--- src/rtl/id_ex_operand_stage_pkg.sv ---
// Shared definitions for the ID/EX operand stage: ALU op codes, the $zero
// register number and bit positions inside the decoded id_ctrl bundle.
package id_ex_operand_stage_pkg;

  localparam int ALU_OP_LENGTH = 4;

  typedef enum logic [ALU_OP_LENGTH-1:0] {
    ALU_OP_NOP  = 4'd0,
    ALU_OP_ADDU = 4'd1,
    ALU_OP_SUBU = 4'd2,
    ALU_OP_AND  = 4'd3,
    ALU_OP_OR   = 4'd4,
    ALU_OP_XOR  = 4'd5,
    ALU_OP_NOR  = 4'd6,
    ALU_OP_SLT  = 4'd7,
    ALU_OP_SLTU = 4'd8,
    ALU_OP_SLL  = 4'd9,
    ALU_OP_SRL  = 4'd10,
    ALU_OP_SRA  = 4'd11
  } alu_op_e;

  localparam int REG_ZERO = 0;

  // id_ctrl = {uses_rt, alu_src_imm, ext_sign, is_lui, mem_read, mem_write}
  localparam int CTRL_W           = 6;
  localparam int CTRL_USES_RT     = 5;
  localparam int CTRL_ALU_SRC_IMM = 4;
  localparam int CTRL_EXT_SIGN    = 3;
  localparam int CTRL_IS_LUI      = 2;
  localparam int CTRL_MEM_READ    = 1;
  localparam int CTRL_MEM_WRITE   = 0;

endpackage

--- src/rtl/ex_fwd_mux.sv ---
// Combinational 3:1 operand bypass select: EX/MEM beats MEM/WB beats the
// latched register-file value; register $zero is never forwarded.
module ex_fwd_mux
  import id_ex_operand_stage_pkg::*;
#(
  parameter int DATA_W = 32,
  parameter int REG_AW = 5
) (
  input  logic [REG_AW-1:0] src,
  input  logic [DATA_W-1:0] reg_val,
  input  logic              exmem_reg_write,
  input  logic [REG_AW-1:0] exmem_dst,
  input  logic [DATA_W-1:0] exmem_val,
  input  logic              memwb_reg_write,
  input  logic [REG_AW-1:0] memwb_dst,
  input  logic [DATA_W-1:0] memwb_val,
  output logic [DATA_W-1:0] fwd_val
);

  localparam logic [REG_AW-1:0] ZERO_ADDR = REG_AW'(REG_ZERO);

  logic exmem_hit;
  logic memwb_hit;

  assign exmem_hit = exmem_reg_write && (exmem_dst != ZERO_ADDR) && (exmem_dst == src);
  assign memwb_hit = memwb_reg_write && (memwb_dst != ZERO_ADDR) && (memwb_dst == src);

  always_comb begin
    // NOTE: default assigned first so no path leaves fwd_val unassigned (no latch).
    fwd_val = reg_val;
    if (exmem_hit) begin
      fwd_val = exmem_val;
    end else if (memwb_hit) begin
      fwd_val = memwb_val;
    end
  end

endmodule

--- src/rtl/id_ex_operand_stage.sv ---
// ID/EX pipeline register with load-use hazard detection, plus the EX-stage
// operand front end (bypass muxes, immediate extension) feeding the ALU.
module id_ex_operand_stage
  import id_ex_operand_stage_pkg::*;
#(
  parameter int DATA_W = 32,
  parameter int REG_AW = 5
) (
  input  logic                     clk,
  input  logic                     rst_n,
  input  logic                     freeze,
  input  logic                     flush,
  input  logic                     id_valid,
  input  logic [REG_AW-1:0]        id_rs,
  input  logic [REG_AW-1:0]        id_rt,
  input  logic [REG_AW-1:0]        id_dst,
  input  logic [DATA_W-1:0]        id_rs_val,
  input  logic [DATA_W-1:0]        id_rt_val,
  input  logic [15:0]              id_imm16,
  input  logic [ALU_OP_LENGTH-1:0] id_alu_op,
  input  logic [CTRL_W-1:0]        id_ctrl,
  input  logic                     id_reg_write,
  input  logic                     exmem_reg_write,
  input  logic [REG_AW-1:0]        exmem_dst,
  input  logic [DATA_W-1:0]        exmem_val,
  input  logic                     memwb_reg_write,
  input  logic [REG_AW-1:0]        memwb_dst,
  input  logic [DATA_W-1:0]        memwb_val,
  output logic                     hazard_stall,
  output logic [DATA_W-1:0]        SrcA,
  output logic [DATA_W-1:0]        SrcB,
  output logic [ALU_OP_LENGTH-1:0] alu_op,
  output logic [DATA_W-1:0]        store_data,
  output logic                     ex_valid,
  output logic [REG_AW-1:0]        ex_dst,
  output logic                     ex_reg_write,
  output logic                     ex_mem_read,
  output logic                     ex_mem_write
);

  localparam logic [REG_AW-1:0] ZERO_ADDR = REG_AW'(REG_ZERO);

  // An all-zero stage_t is exactly a bubble (alu_op NOP, no side effects).
  typedef struct packed {
    logic                     valid;
    logic                     reg_write;
    logic                     mem_read;
    logic                     mem_write;
    logic                     alu_src_imm;
    logic                     ext_sign;
    logic                     is_lui;
    logic [ALU_OP_LENGTH-1:0] alu_op;
    logic [REG_AW-1:0]        rs;
    logic [REG_AW-1:0]        rt;
    logic [REG_AW-1:0]        dst;
    logic [DATA_W-1:0]        rs_val;
    logic [DATA_W-1:0]        rt_val;
    logic [15:0]              imm16;
  } stage_t;

  stage_t id_stage;
  stage_t stage_d;
  stage_t stage_q;

  logic [DATA_W-1:0] fwd_rs;
  logic [DATA_W-1:0] fwd_rt;

  always_comb begin
    id_stage             = '0;
    id_stage.valid       = id_valid;
    id_stage.reg_write   = id_reg_write;
    id_stage.mem_read    = id_ctrl[CTRL_MEM_READ];
    id_stage.mem_write   = id_ctrl[CTRL_MEM_WRITE];
    id_stage.alu_src_imm = id_ctrl[CTRL_ALU_SRC_IMM];
    id_stage.ext_sign    = id_ctrl[CTRL_EXT_SIGN];
    id_stage.is_lui      = id_ctrl[CTRL_IS_LUI];
    id_stage.alu_op      = id_alu_op;
    id_stage.rs          = id_rs;
    id_stage.rt          = id_rt;
    id_stage.dst         = id_dst;
    id_stage.rs_val      = id_rs_val;
    id_stage.rt_val      = id_rt_val;
    id_stage.imm16       = id_imm16;
  end

  // Load in EX whose result an ID source needs: the value only exists after MEM.
  assign hazard_stall = id_valid && stage_q.valid && stage_q.mem_read &&
                        (stage_q.dst != ZERO_ADDR) &&
                        ((id_rs == stage_q.dst) ||
                         (id_ctrl[CTRL_USES_RT] && (id_rt == stage_q.dst)));

  always_comb begin
    stage_d = stage_q;
    if (flush) begin
      stage_d = '0;
    end else if (freeze) begin
      stage_d = stage_q;
    end else if (hazard_stall) begin
      stage_d = '0;
    end else begin
      stage_d = id_stage;
    end
  end

  // NOTE: sequential state uses non-blocking assignments; only the pipeline
  // register itself is reset, there is no memory array to clear here.
  always_ff @(posedge clk or negedge rst_n) begin
    if (!rst_n) begin
      stage_q <= '0;
    end else begin
      stage_q <= stage_d;
    end
  end

  ex_fwd_mux #(.DATA_W(DATA_W), .REG_AW(REG_AW)) u_fwd_rs (
    .src             (stage_q.rs),
    .reg_val         (stage_q.rs_val),
    .exmem_reg_write (exmem_reg_write),
    .exmem_dst       (exmem_dst),
    .exmem_val       (exmem_val),
    .memwb_reg_write (memwb_reg_write),
    .memwb_dst       (memwb_dst),
    .memwb_val       (memwb_val),
    .fwd_val         (fwd_rs)
  );

  ex_fwd_mux #(.DATA_W(DATA_W), .REG_AW(REG_AW)) u_fwd_rt (
    .src             (stage_q.rt),
    .reg_val         (stage_q.rt_val),
    .exmem_reg_write (exmem_reg_write),
    .exmem_dst       (exmem_dst),
    .exmem_val       (exmem_val),
    .memwb_reg_write (memwb_reg_write),
    .memwb_dst       (memwb_dst),
    .memwb_val       (memwb_val),
    .fwd_val         (fwd_rt)
  );

  always_comb begin
    SrcA = stage_q.is_lui ? '0 : fwd_rs;
    SrcB = fwd_rt;
    if (stage_q.alu_src_imm) begin
      if (stage_q.is_lui) begin
        SrcB = {stage_q.imm16, {(DATA_W-16){1'b0}}};
      end else if (stage_q.ext_sign) begin
        SrcB = {{(DATA_W-16){stage_q.imm16[15]}}, stage_q.imm16};
      end else begin
        SrcB = {{(DATA_W-16){1'b0}}, stage_q.imm16};
      end
    end
  end

  assign store_data   = fwd_rt;
  assign alu_op       = stage_q.alu_op;
  assign ex_valid     = stage_q.valid;
  assign ex_dst       = stage_q.dst;
  assign ex_reg_write = stage_q.reg_write;
  assign ex_mem_read  = stage_q.mem_read;
  assign ex_mem_write = stage_q.mem_write;

endmodule

--- config.mk ---
export PLATFORM = sky130hd
export DESIGN_NAME = id_ex_operand_stage
export DESIGN_NICKNAME = d
export VERILOG_FILES = /design/src/rtl/id_ex_operand_stage_pkg.sv /design/src/rtl/ex_fwd_mux.sv /design/src/rtl/id_ex_operand_stage.sv
export SDC_FILE = /design/constraint.sdc
export NUM_CORES = 1
export LEC_CHECK = 0
export ABC_CLOCK_PERIOD_IN_PS = 2100
export CAP_MARGIN = 0
export CORE_UTILIZATION = 40
export CTS_CLUSTER_SIZE = 20
export DETAILED_ROUTE_END_ITERATION = 12
export PLACE_DENSITY = 0.86
export SLEW_MARGIN = 20
export SYNTH_ARGS = -nofsm -noshare
export SYNTH_HDL_FRONTEND = slang
export SYNTH_SLANG_ARGS = --single-unit
--- constraint.sdc ---
create_clock -name clk -period 2.1 [get_ports clk]
set_input_delay 0.42 -clock clk [delete_from_list [all_inputs] [get_ports clk]]
set_output_delay 0.42 -clock clk [all_outputs]
set_load 0.02 [all_outputs]
==> results.cfg <==
[cts]
cts-root-buf = clkbuf_16
clk_pin_slew_worst_paths_ns = 0.08
insertion_delay_ns = 0.36
cts_tree = yes
htreeDepth = 3
cts.sinks = 106
cts.path.max_buffers = 2
numCtsBuffers = 9

[job]
maxCapViolCount = 0

[global_routing]
grt_pass1_wl_mm = 54.52
first_global_vias = 9345
antenna_found_initial = 6
grt-ovfl-total = 0
grt_util_all_layers = 0.3964
grt_max_degree = 56

[cells_and_area]
fin_nets = 1446
drive_above_1_share = 0.4027
area_delta_synth_final_pct = 95.96
final_cell_area_mm2 = 0.01406
fill_cells = 963
final_util = 0.8075
fin_cells = 1493

[timing]
grt_setup_unrepaired = true
fin_ws_ns = -0.9302
maxSlewViolCount = 0
skew_ns = 0.01213
tightest_slew_ns = 0.4873
hold_violations = 0
holdWs_ns = 0.001037
fin_crit_sh = 1.443
layout_min_cycle_time_ns = 3.030
setup-violations-final = 203
fmax_mhz = 330.0
worst_slew_margin_rel = 0.6752

[synth]
synthesis.yosys.warnings = 0
synth_top_cells_by_count = a21oi_1 (155), nand2_1 (111), dfrtp_1 (106), o211ai_1 (106), nor2_1 (68)
yosysMostFrequentCell = a21oi_1
synth_area_leaders = dfrtp_1 (37%), o211ai_1 (11%), a21oi_1 (11%)
synth_area_mm2 = 0.007177
yosysSeqAreaShare = 0.3696
ys_types = 35
synth_cells = 862
syn-num-nets = 1049
synthFlopType = dfrtp_1
synth_top_area_frac = 0.3696
synth_edf_count = 0
synth-async-reset-ratio = 1.000
synth_top_cell_by_area = dfrtp_1
syn_avg_cell_area_um2 = 8.326
synth_seq_cells = 106

[floorplan]
core_area_mm2 = 0.01742
die_width_um = 136.0
die-area_mm2 = 0.01848
initial_core_util = 0.4121
die_y_um = 136.0
io-pin-count = 297
num_rows = 48

[pwr]
p_per_area_mw_per_mm2 = 447.3
leakage_nw = 5.574
ir_drop_mv = 0.3992

[setup_path]
cp_common_cell = buf_4
critPathArrivalTime_ns = 2.61
crit_type = register to primary output
cp_cell_sequence = xnor2_1 -> nand3_1 -> or4_4 -> buf_4 -> buf_16 -> buf_4 -> a211oi_2 -> buf_4
crit_path_max_fanout = 10
max_stage_delay_ns = 0.57
critPathTopFamily = simple AND/OR/NAND/NOR gates
cp.required_ns = 1.68
crit_buf_inv = 4
endpoint_kind = primary output
crit_cells = 8
critical_path.slowest_cell = or4_4
crit_path_start_kind = register
r2r_cells = 10

[drt]
drtIter0Drc = 1176
drc_errors = 0
vias_per_cell = 6.638
ant_nets = 0
num_vias = 9910
wirelength_mm = 41.38
drt_pass1_iterations = 6
avgRoutedWirePerCell_um = 27.72

[run_status]
violations = negative setup slack
status = complete, but fails checks

[place]
post-place-ws_ns = -1.604
hpwl_mm = 21.77
dpl_cell_area_mm2 = 0.01157
place_inst = 1379
io_buffers = 296
routabilityCongestion = 0.8686

[worst_hold_path]
hp-class = input pin to asynchronous set/reset pin
## registers in the layout (all words and copies together) (netlist names)
register and count:
ex_dst 5, stage_q 93, ex_mem_write 1, ex_mem_read 1, alu_op 4, ex_valid 1
ex_reg_write 1
## where the power goes
part | internal (W) | switching, W | leakage [nW]
sequential | 0.00215 | 0.000119 | 1.41
combinational | 0.00118 | 0.00119 | 4.04
clock | 0.000810 | 0.000845 | 0.129
total | 0.00414 | 0.00215 | 5.57
## cells by family (layout without fill, tap and decap cells)
logic type,Yosys count,after routing,share of synthesized area
compound gates,346,346,0.3084
xor+xnor,30,30,0.03661
buf+inv,106,508,0.07287
flops,106,106,0.3696
mux,64,64,0.08926
other cells,0,4,0
simple gates,210,210,0.1233
## worst reg2reg max path: cells and delay by family (launching register included)
family          cells  cell delay, ns
buf+inv             5            0.78
compound gates      3            0.67
flops               1            0.46
simple gates        1            0.38
xor+xnor            1            0.17
## metrics by stage
stage          TNS, ns  power [W]
6_report        -97.02   0.006291
5_1_grt        -106.22   0.006432
4_1_cts         -63.22   0.006041
3_5_place_dp   -195.31   0.004246
3_3_place_gp   -190.49   0.004216
2_1_floorplan   -20.65   0.003166
## repair_timing
item                                    CTS  global route
hold buffers                              0             0
buffers inserted                         39            27
gates cloned                             20            17
hold endpoints to repair                  0             0
resized for setup                       707            82
endpoints found under the setup margin  171           201
pin swaps                                51           118
## cell type report
class	count	area (um^2)	area share
repair buffers	489	5474	0.3892
multi-input cells	650	5356	0.3809
inverters	3	12.51	0.0008897
clock inverters	6	42.54	0.003025
diodes	4	10.01	0.0007117
well taps	225	281.5	0.02002
clock buffers	10	229.0	0.01628
flip-flops and latches	106	2658	0.1890
## final timing paths
kind | start | to | slack [ns]
max in group asynchronous | rst_n | stage_q[12] | 1.48
min in group clk | freeze | stage_q[101] | 0.50
min reg2reg | stage_q[72] | stage_q[72] | 0.53
min | rst_n | stage_q[41] | 0.001
max reg2reg | ex_dst[2] | stage_q[10] | -0.54
max | stage_q[94] | SrcA[4] | -0.93
## layout by cell type (no fill, tap or decap), types with 5 or more instances in the layout
cell type,n
nor3_1,9
a211oi_2,40
buf_12,29
xor2_1,14
buf_2,5
nor2_1,51
mux2i_4,36
a32oi_1,11
nor3_2,6
clkbuf_16,24
o211ai_1,106
a21oi_2,31
clkdlybuf4s50_1,180
o21ai_4,12
buf_8,6
buf_6,79
dlygate4sd2_1,6
xnor2_1,6
nor2_4,6
xnor2_2,8
a211oi_4,7
nor2_2,12
mux2i_1,27
dfrtp_1,102
nand2_1,110
buf_16,19
buf_4,148
a21oi_1,121
## metal layers
metal  global-route usage  routed length, um  up-vias
met5                    0                 22        -
met4               0.1988               2856        4
met3              0.09881               5207      286
met2               0.6412              18860      905
met1               0.4909              14440     4737
li1                     -                  -     3978
Power figures use the tool's default switching activity.
